File: src/rtl/cordic_pkg.sv
// Shared constants and types for the CORDIC engine arbiter: Q2.29 angle format,
// arbiter FSM states and the default engine pipeline depth.
package cordic_pkg;

  localparam int Q_FRAC              = 29;
  localparam int ANGLE_W             = 32;
  localparam int ENG_LATENCY_DEFAULT = 34;

  typedef enum logic [1:0] {
    ARB   = 2'd0,
    DRAIN = 2'd1,
    QUIET = 2'd2
  } arb_state_e;

endpackage

File: src/rtl/cordic_tag_pipe.sv
// {valid, ID} delay line that shadows the engine pipeline so each result can be
// attributed to its requester; synchronous clear empties every stage.
module cordic_tag_pipe
  import cordic_pkg::*;
#(
  parameter int DEPTH = ENG_LATENCY_DEFAULT + 1,
  parameter int ID_W  = 2
) (
  input  logic            clk,
  input  logic            clr,
  input  logic            in_valid,
  input  logic [ID_W-1:0] in_id,
  output logic            out_valid,
  output logic [ID_W-1:0] out_id
);

  logic [DEPTH-1:0]           vld_q, vld_d;
  logic [DEPTH-1:0][ID_W-1:0] id_q, id_d;

  always_comb begin
    vld_d = {vld_q[DEPTH-2:0], in_valid};
    id_d  = {id_q[DEPTH-2:0], in_id};
    if (clr) begin
      vld_d = '0;
      id_d  = '0;
    end
  end

  always_ff @(posedge clk) begin
    vld_q <= vld_d;
    id_q  <= id_d;
  end

  assign out_valid = vld_q[DEPTH-1];
  assign out_id    = id_q[DEPTH-1];

endmodule

File: src/rtl/cordic_arbiter.sv
// Round-robin front end sharing one pipelined CORDIC engine among NUM_REQ requesters,
// with tagged responses and a drain/quiesce FSM. Optional CORDIC_ARB_STATS_EN adds grant counters.
module cordic_arbiter
  import cordic_pkg::*;
#(
  parameter int NUM_REQ     = 4,
  parameter int ENG_LATENCY = ENG_LATENCY_DEFAULT,
  parameter int ID_W        = $clog2(NUM_REQ)
) (
  input  logic                                clk,
  input  logic                                rst,
  input  logic [NUM_REQ-1:0]                  req_valid,
  input  logic [NUM_REQ*ANGLE_W-1:0]          req_angle,
  output logic [NUM_REQ-1:0]                  req_ready,
  output logic [ANGLE_W-1:0]                  eng_angle,
  output logic                                eng_valid,
  input  logic [ANGLE_W-1:0]                  eng_sine,
  input  logic [ANGLE_W-1:0]                  eng_cosine,
  output logic                                rsp_valid,
  output logic [ID_W-1:0]                     rsp_id,
  output logic [ANGLE_W-1:0]                  rsp_sine,
  output logic [ANGLE_W-1:0]                  rsp_cosine,
  input  logic                                drain,
  output logic                                drained,
  output logic [$clog2(ENG_LATENCY+2)-1:0]    inflight
`ifdef CORDIC_ARB_STATS_EN
  ,
  input  logic                                stats_clr,
  output logic [NUM_REQ*16-1:0]               grant_count
`endif
);

  localparam int CNT_W = $clog2(ENG_LATENCY + 2);

  arb_state_e         state_q, state_d;
  logic [ID_W-1:0]    ptr_q, ptr_d;
  logic [CNT_W-1:0]   inflight_q, inflight_d;
  logic               eng_valid_q, eng_valid_d;
  logic [ANGLE_W-1:0] eng_angle_q, eng_angle_d;
  logic               drained_q, drained_d;

  logic               grant_hit;
  logic [ID_W-1:0]    grant_id;
  logic [ID_W-1:0]    cand;
  logic               tag_vld;
  logic [ID_W-1:0]    tag_id;

  // First valid requester at or after ptr, only while arbitrating.
  always_comb begin
    grant_hit = 1'b0;
    grant_id  = '0;
    cand      = '0;
    if (state_q == ARB) begin
      for (int k = 0; k < NUM_REQ; k++) begin
        cand = ID_W'((int'(ptr_q) + k) % NUM_REQ);
        if (!grant_hit && req_valid[cand]) begin
          grant_hit = 1'b1;
          grant_id  = cand;
        end
      end
    end
  end

  assign req_ready = grant_hit ? (NUM_REQ'(1) << grant_id) : '0;

  always_comb begin
    eng_valid_d = grant_hit;
    eng_angle_d = grant_hit ? req_angle[int'(grant_id)*ANGLE_W +: ANGLE_W] : eng_angle_q;
    ptr_d       = ptr_q;
    if (grant_hit) begin
      ptr_d = (int'(grant_id) == NUM_REQ - 1) ? '0 : grant_id + 1'b1;
    end

    inflight_d = inflight_q;
    if (grant_hit && !tag_vld) begin
      inflight_d = inflight_q + 1'b1;
    end else if (!grant_hit && tag_vld) begin
      inflight_d = inflight_q - 1'b1;
    end

    // Quiet is judged on the post-update count so it follows the last response directly.
    state_d = state_q;
    case (state_q)
      ARB:     if (drain) state_d = DRAIN;
      DRAIN:   if (!drain) state_d = ARB;
               else if (inflight_d == '0) state_d = QUIET;
      QUIET:   if (!drain) state_d = ARB;
      default: state_d = ARB;
    endcase
    drained_d = (state_d == QUIET);
  end

  always_ff @(posedge clk) begin
    if (rst) begin
      state_q     <= ARB;
      ptr_q       <= '0;
      inflight_q  <= '0;
      eng_valid_q <= 1'b0;
      eng_angle_q <= '0;
      drained_q   <= 1'b0;
    end else begin
      state_q     <= state_d;
      ptr_q       <= ptr_d;
      inflight_q  <= inflight_d;
      eng_valid_q <= eng_valid_d;
      eng_angle_q <= eng_angle_d;
      drained_q   <= drained_d;
    end
  end

  cordic_tag_pipe #(
    .DEPTH (ENG_LATENCY + 1),
    .ID_W  (ID_W)
  ) u_tag_pipe (
    .clk       (clk),
    .clr       (rst),
    .in_valid  (grant_hit),
    .in_id     (grant_id),
    .out_valid (tag_vld),
    .out_id    (tag_id)
  );

  assign eng_valid  = eng_valid_q;
  assign eng_angle  = eng_angle_q;
  assign drained    = drained_q;
  assign inflight   = inflight_q;
  assign rsp_valid  = tag_vld;
  assign rsp_id     = tag_id;
  assign rsp_sine   = eng_sine;
  assign rsp_cosine = eng_cosine;

`ifdef CORDIC_ARB_STATS_EN
  logic [NUM_REQ-1:0][15:0] cnt_q, cnt_d;

  // Saturating per-requester accept counters; clear wins over a coincident accept.
  always_comb begin
    for (int i = 0; i < NUM_REQ; i++) begin
      cnt_d[i] = cnt_q[i];
      if (stats_clr) begin
        cnt_d[i] = '0;
      end else if (req_ready[i] && cnt_q[i] != 16'hFFFF) begin
        cnt_d[i] = cnt_q[i] + 16'd1;
      end
    end
  end

  always_ff @(posedge clk) begin
    if (rst) begin
      cnt_q <= '0;
    end else begin
      cnt_q <= cnt_d;
    end
  end

  assign grant_count = cnt_q;
`endif

endmodule

File: config.mk
export PLATFORM = sky130hd
export DESIGN_NAME = cordic_arbiter
export DESIGN_NICKNAME = d
export VERILOG_FILES = /design/src/rtl/cordic_pkg.sv /design/src/rtl/cordic_tag_pipe.sv /design/src/rtl/cordic_arbiter.sv
export SDC_FILE = /design/constraint.sdc
export NUM_CORES = 1
export LEC_CHECK = 0
export CAP_MARGIN = 0
export CORE_MARGIN = 2
export CORE_UTILIZATION = 41
export CTS_BUF_LIST = sky130_fd_sc_hd__clkbuf_4
export DETAILED_ROUTE_END_ITERATION = 10
export GPL_TIMING_DRIVEN = 0
export HOLD_SLACK_MARGIN = 0.15
export PLACE_DENSITY = 0.92
export SYNTH_ARGS = -nofsm -noshare
export SYNTH_HDL_FRONTEND = slang
export SYNTH_SLANG_ARGS = --single-unit
File: constraint.sdc
create_clock -name clk -period 3.58 [get_ports clk]
set_clock_uncertainty 0.2 [all_clocks]
set_input_delay 0.716 -clock clk [delete_from_list [all_inputs] [get_ports clk]]
set_output_delay 0.716 -clock clk [all_outputs]
set_load 0.03 [all_outputs]
==> impl_metrics.json, run 1 <==
{
  "status": "complete, no violations",
  "cts_made_buffers": 17,
  "arrival_ps": 2580,
  "die_h_um": 126,
  "grt_pass1_vias": 4931,
  "synth_adder_area_share": 0.0124,
  "post-route-cell-area_mm2": 0.00906,
  "antenna_cells": 0,
  "r2r_slack_ps": 990,
  "place_congestion": 0.845,
  "globalRouteOverflowTotal": 0,
  "syn_area_mm2": 0.00606,
  "via_per_inst": 4.92,
  "worstSetupPathType": "input port to output port",
  "period_minus_slack_ps": 3500,
  "cp-end-kind": "output port",
  "power_density_mw_per_mm2": 474,
  "fin_util": 0.626,
  "synth-async-reset-ratio": 0,
  "syn2layout_area_growth_pct": 49.4,
  "cts.path.max_buffers": 2,
  "yosys.area_share.xor_xnor": 0.00722,
  "clkSlewWorstSetupHoldPaths_ps": 120,
  "synth.area.mux_share": 0.106,
  "final_layout_size_suffix_gt1_frac": 0.141,
  "hold_violations": 0,
  "max_slew_margin": 0.482,
  "synth_top_family_by_area": "simple AND/OR/NAND/NOR gates",
  "die_area_mm2": 0.0158,
  "hold_buffers": 0,
  "clock-sinks": 148,
  "synth-edff-count": 0,
  "period_share": 0.977,
  "drc": 0,
  "setup_viol_count_final": 0,
  "hp-class": "flip-flop to flip-flop",
  "cellLeakagePower_nw": 3.64,
  "worstPathCellList": "dlygate4sd2_1 -> inv_1 -> o221ai_1 -> a22oi_2 -> and2_1 -> buf_4 -> buf_12 -> ha_1 -> and3_1 -> clkdlybuf4s15_2",
  "synthTopCellsByArea": "dfxtp_1 49%, nor2b_1 11%, mux2i_1 11%",
  "ys_types": 44,
  "power_w": 0.00430,
  "ir_drop_v": 0.000334,
  "fp.dieW_um": 126,
  "antenna_found_initial": 0,
  "grt_max_degree": 17,
  "drt_pass1_iterations": 5,
  "fill_cells": 1178,
  "worst_hold_startpoint": "u_tag_pipe.id_q[11]$_SDFF_PP0_",
  "synth_warnings": 0,
  "cp_top_family": "buffers and inverters",
  "slowest_stage": "clkdlybuf4s15_2",
  "timing.final.ws_setup_ps": 82.2,
  "cp_data_required_time_ps": 2660,
  "postPlaceCellArea_mm2": 0.00874,
  "synth_largest_area_cell": "dfxtp_1",
  "design.core.area_mm2": 0.0145,
  "tightest_slew_ps": 776,
  "ff2ff_path_depth": 7,
  "whs_ps": 236,
  "detail_route.wl_per_cell_um": 15.9,
  "slew_viol_final": 0,
  "synth.net_count": 786,
  "yosysSeqAreaShare": 0.489,
  "avgSynthCellArea_um2": 10.4,
  "path_buf_inv": 5,
  "crit_path_max_incr_delay_ps": 310,
  "timing.fmax_mhz": 286,
  "wl_um": 16600,
  "synth-simple-area-share": 0.197,
  "htree_num_levels": 4,
  "synth-compound-area-share": 0.0755,
  "rows": 44,
  "cap_violations": 0,
  "r2r_start": "u_tag_pipe.vld_q[34]$_SDFF_PP0_",
  "initial_core_util": 0.419,
  "ioPinCount": 310,
  "pre_cts_ws_ps": -1260,
  "grtUsageTotal": 0.208,
  "dr.first_iter.drc_count": 246,
  "r2r-end": "drained$_SDFF_PP0_",
  "crit_end": "req_ready[3]",
  "via_count": 5123,
  "numPortBuffers": 244,
  "grt_setup_unrepaired": "no",
  "cp.depth": 10,
  "ys_seq_elements": 148,
  "clkLatencyLatePin_ps": 540,
  "yosys.area.top_type_share": 0.489,
  "ant_nets": 0,
  "final_nets": 1051,
  "cp_max_fo": 11,
  "syn_inst": 581,
  "critPathLaunchType": "input port",
  "ys.flop_type": "dfxtp_1",
  "grt_pass1_wl_um": 25700,
  "final_common_cell": "clkdlybuf4s50_1",
  "startpoint": "req_valid[2]",
  "root_buffer": "clkbuf_4",
  "dp_hpwl_um": 12600,
  "final_cell_mix": "236 x clkdlybuf4s50_1, 146 x dfxtp_1, 104 x nor2b_1, 69 x buf_4, 64 x mux2i_1",
  "cts_tree": "done"
}
==> logic make-up (layout without fill, tap and decap cells) <==
kind of cell / count (synthesis) / count (layout)
xor gates and xnor gates: 5 / 5
buffers and inverters: 114 / 390
adders and majority gates: 6 / 6
AOI/OAI and AO/OA: 53 / 53
and+or+nand+nor: 191 / 191
DFF: 148 / 148
muxes: 64 / 64
==> metrics by stage <==
step | std cells | setup TNS (ps)
floorplan | 581 | 0
global placement | 1009 | -6070
detailed placement | 1009 | -7560
CTS | 1041 | 0
global route | 1041 | 0
finish | 1041 | 0
==> area by class of cell <==
class	count	area, um^2	area share
multi-input cells	319	2440	0.269
well taps	184	230	0.0254
clock buffers	17	128	0.0141
clock inverters	13	160	0.0177
inverters	11	41.3	0.00456
plain buffers	103	662	0.0730
flip-flops and latches	148	2970	0.327
repair buffers	246	2440	0.269
==> flip-flops by register name (all words and copies together), names as in the netlist <==
register           cells
drained                1
eng_angle             32
inflight               6
ptr_q                  2
state_q                2
u_tag_pipe.id_q       68
u_tag_pipe.out_id      2
u_tag_pipe.vld_q      35
==> worst reg2reg max path: stages (launching register included) <==
cell	delay [ps]
dfxtp_1	370
buf_2	220
or4b_1	530
o211a_1	170
a2111oi_2	400
nand3_1	170
o41ai_2	280
and3b_1	210
==> layer usage <==
layer  routed length [um]  track usage  vias up
met5                    0            0        -
met4                  737        0.102        0
met3                 1360       0.0731       46
met2                 7990        0.339      230
met1                 6520        0.243     2380
li1                     -            -     2467
==> Yosys cell counts (2+ instances only) <==
cell      instances
nand2_1           7
buf_4            66
a21oi_1           5
o21ai_0           2
clkbuf_1         24
dfxtp_1         148
inv_1            11
nand3b_1         32
nor2_1           14
nand4_1           2
nor2b_1         104
nor3_1            8
ha_1              6
o221ai_1         34
and3b_1           2
and3_1            6
xnor2_1           5
mux2i_1          64
nand3_1           2
buf_2             8
nor4_1            3
buf_1             5
and2_1            2
==> report_power, final <==
group          switching (W)  leakage (nW)  internal [W]  total, W
combinational       0.000745          2.28      0.000654   0.00140
clock               0.000592         0.155      0.000478   0.00107
sequential         0.0000763          1.20       0.00175   0.00183
total                0.00141          3.64       0.00289   0.00430
==> how the worst min path moves through the flow <==
stage,endpoint,cells past startpoint,slack (ps)
finish,u_tag_pipe.id_q[13]$_SDFF_PP0_,1,240
global route,u_tag_pipe.id_q[13]$_SDFF_PP0_,1,240
CTS,u_tag_pipe.id_q[2]$_SDFF_PP0_,1,230
detailed placement,u_tag_pipe.id_q[23]$_SDFF_PP0_,1,220
global placement,u_tag_pipe.id_q[8]$_SDFF_PP0_,1,220
floorplan,u_tag_pipe.id_q[10]$_SDFF_PP0_,1,210
==> timing repair <==
item	in CTS	in global routing
resized for setup	26	9
setup endpoints to repair	4	4
endpoints found under the hold margin	0	0
setup buffers	2	0
pin swaps	2	1
No activity file was read; power rests on OpenSTA's default activity.
==> run 2, diff against run 1 <==
- CORE_MARGIN: 2 -> 5
- TNS_END_PERCENT: default -> 10
- clock period: 3.58 -> 3.4 ns (I/O delays scaled with it)
==> run 2 against run 1 <==
  * Flip-flop and latch count did not move
  * Via count rose by 1.5%
  * Largest power group unchanged
  * Setup slack improved by 3.6 ps
  * Count of clock-buffer cells in the layout rose by 1
  * Final area rose by 0.51%
  * Cell count rose by 0.48%
  * Global-route usage fell by 0.88 points
  * Register-to-register slack got worse by 140 ps
  * Die area rose by 9.8%
  * Routed wire length rose by 8.4%
  * Largest cell class unchanged
  * Sequential power rose by 5%
  * First-iteration DRC count fell by 6.9%
==> impl_metrics.json, run 2 (same netlist as run 1, synthesis figures left out) <==
{
  "status": "complete, no violations",
  "post_layout_nonfiller_instances": 1046,
  "final_layout_size_suffix_gt1_frac": 0.148,
  "cp_data_required_time_ps": 2520,
  "via_per_inst": 4.97,
  "root_buffer": "clkbuf_4",
  "final_nets": 1051,
  "power_density_mw_per_mm2": 511,
  "slowest_stage": "clkdlybuf4s15_1",
  "critPathLaunchType": "input port",
  "dp_hpwl_um": 14100,
  "final_common_cell": "clkdlybuf4s50_1",
  "cellLeakagePower_nw": 3.66,
  "timing.fmax_mhz": 302,
  "grt_pass1_vias": 5385,
  "design.core.area_mm2": 0.0145,
  "max_slew_margin": 0.424,
  "period_minus_slack_ps": 3310,
  "cts_made_buffers": 17,
  "numPortBuffers": 244,
  "final_cell_mix": "236 x clkdlybuf4s50_1, 145 x dfxtp_1, 104 x nor2b_1, 69 x buf_4, 64 x mux2i_1",
  "setup_viol_count_final": 0,
  "place_congestion": 0.852,
  "largest_reg_flops": 68,
  "grt_max_degree": 17,
  "ant_nets": 0,
  "drc": 0,
  "cts_tree": "done",
  "cts.path.max_buffers": 2,
  "grt_pass1_wl_um": 27700,
  "ir_drop_v": 0.000329,
  "clkLatencyLatePin_ps": 510,
  "crit_path_max_incr_delay_ps": 340,
  "worstSetupPathType": "input port to output port",
  "postPlaceCellArea_mm2": 0.00874,
  "dr.first_iter.drc_count": 229,
  "fp.dieW_um": 132,
  "hold_violations": 0,
  "via_count": 5199,
  "hold_buffers": 0,
  "cp_top_family": "buffers and inverters",
  "htree_num_levels": 4,
  "placed_cells": 1009,
  "ioPinCount": 310,
  "grtUsageTotal": 0.199,
  "fill_cells": 1209,
  "grt_setup_unrepaired": "yes",
  "detail_route.wl_per_cell_um": 17.2,
  "clkSlewWorstSetupHoldPaths_ps": 120,
  "path_buf_inv": 5,
  "initial_core_util": 0.417,
  "post-route-cell-area_mm2": 0.00911,
  "syn2layout_area_growth_pct": 50.2,
  "largest_register": "u_tag_pipe.id_q",
  "clock-sinks": 148,
  "cp_max_fo": 11,
  "hp-class": "flip-flop to flip-flop",
  "arrival_ps": 2430,
  "globalRouteOverflowTotal": 0,
  "tightest_slew_ps": 865,
  "cap_violations": 0,
  "rows": 44,
  "cp-end-kind": "output port",
  "die_area_mm2": 0.0173,
  "antenna_found_initial": 3,
  "period_share": 0.975,
  "wl_um": 18000,
  "worstPathCellList": "clkdlybuf4s15_1 -> o221ai_1 -> a22oi_2 -> and2_1 -> buf_4 -> buf_12 -> inv_1 -> ha_1 -> and3_1 -> buf_2",
  "die_h_um": 132,
  "slew_viol_final": 0,
  "drt_pass1_iterations": 4
}
==> run 2: cell types whose count changed in the layout (fill, tap and decap cells not counted), sizes merged <==
cell	before	now
clkbuf	43	46
bufinv	3	4
inv	13	14
dlygate4sd2	2	0
clkdlybuf4s15	2	1
diode	0	3
clkinv	7	5
clkinvlp	1	2
buf	83	84
==> run 2: final cells by class <==
cell class,count,area [um^2],area share
flip-flops and latches,148,2970,0.326
multi-input cells,319,2440,0.268
repair buffers,246,2420,0.266
plain buffers,103,663,0.0728
well taps,184,230,0.0253
clock inverters,14,201,0.0221
clock buffers,18,135,0.0148
inverters,11,41.3,0.00453
diodes,3,7.51,0.000824
==> run 2: worst register-to-register path: stages, from the launching register on <==
cell,delay (ps)
dfxtp_1,380
buf_2,210
or4b_1,530
o211a_1,170
a2111oi_2,390
nand3_1,180
o41ai_2,240
and3b_1,210
==> run 2: per-stage QoR <==
| stage | util | hold WS [ps] | power (W) | TNS (ps) | setup slack [ps] |
|---|---|---|---|---|---|
| 2_1_floorplan | - | 214 | 0.00280 | 0 | 138 |
| 3_3_place_gp | 0.601 | 217 | 0.00340 | -13240 | -1370 |
| 3_5_place_dp | 0.601 | 224 | 0.00342 | -13990 | -1370 |
| 4_1_cts | 0.627 | 241 | 0.00468 | -195 | -98.7 |
| 5_1_grt | 0.627 | 252 | 0.00484 | -20.5 | -20.5 |
| 6_report | 0.627 | 241 | 0.00466 | 0 | 85.8 |
==> run 2: per-layer routing <==
layer  global-route usage  wire [um]  vias up
met5                    0          0        -
li1                     -          -     2469
met2                0.358       9330      239
met3               0.0749       1620       34
met4               0.0874        496        0
met1                0.205       6540     2457
==> run 2: what timing repair did <==
item	4_1_cts	5_1_grt
gates resized for setup	27	17
buffers inserted	2	0
pin swaps	2	1
endpoints found under the setup margin	4	4
==> run 2: final timing paths <==
| kind | from | to | slack [ps] | depth (start not counted) |
|---|---|---|---|---|
| setup / recovery | req_valid[1] | req_ready[2] | 90 | 10 |
| hold / removal | u_tag_pipe.id_q[15]$_SDFF_PP0_ | u_tag_pipe.id_q[17]$_SDFF_PP0_ | 240 | 1 |
| setup reg to reg | u_tag_pipe.vld_q[34]$_SDFF_PP0_ | drained$_SDFF_PP0_ | 850 | 7 |
| hold reg to reg | u_tag_pipe.id_q[15]$_SDFF_PP0_ | u_tag_pipe.id_q[17]$_SDFF_PP0_ | 240 | 1 |
==> run 2: where the power goes <==
group / switching (W) / internal [W]
logic: 0.000794 / 0.000688
clock network: 0.000648 / 0.000602
registers: 0.0000787 / 0.00185
total: 0.00152 / 0.00314
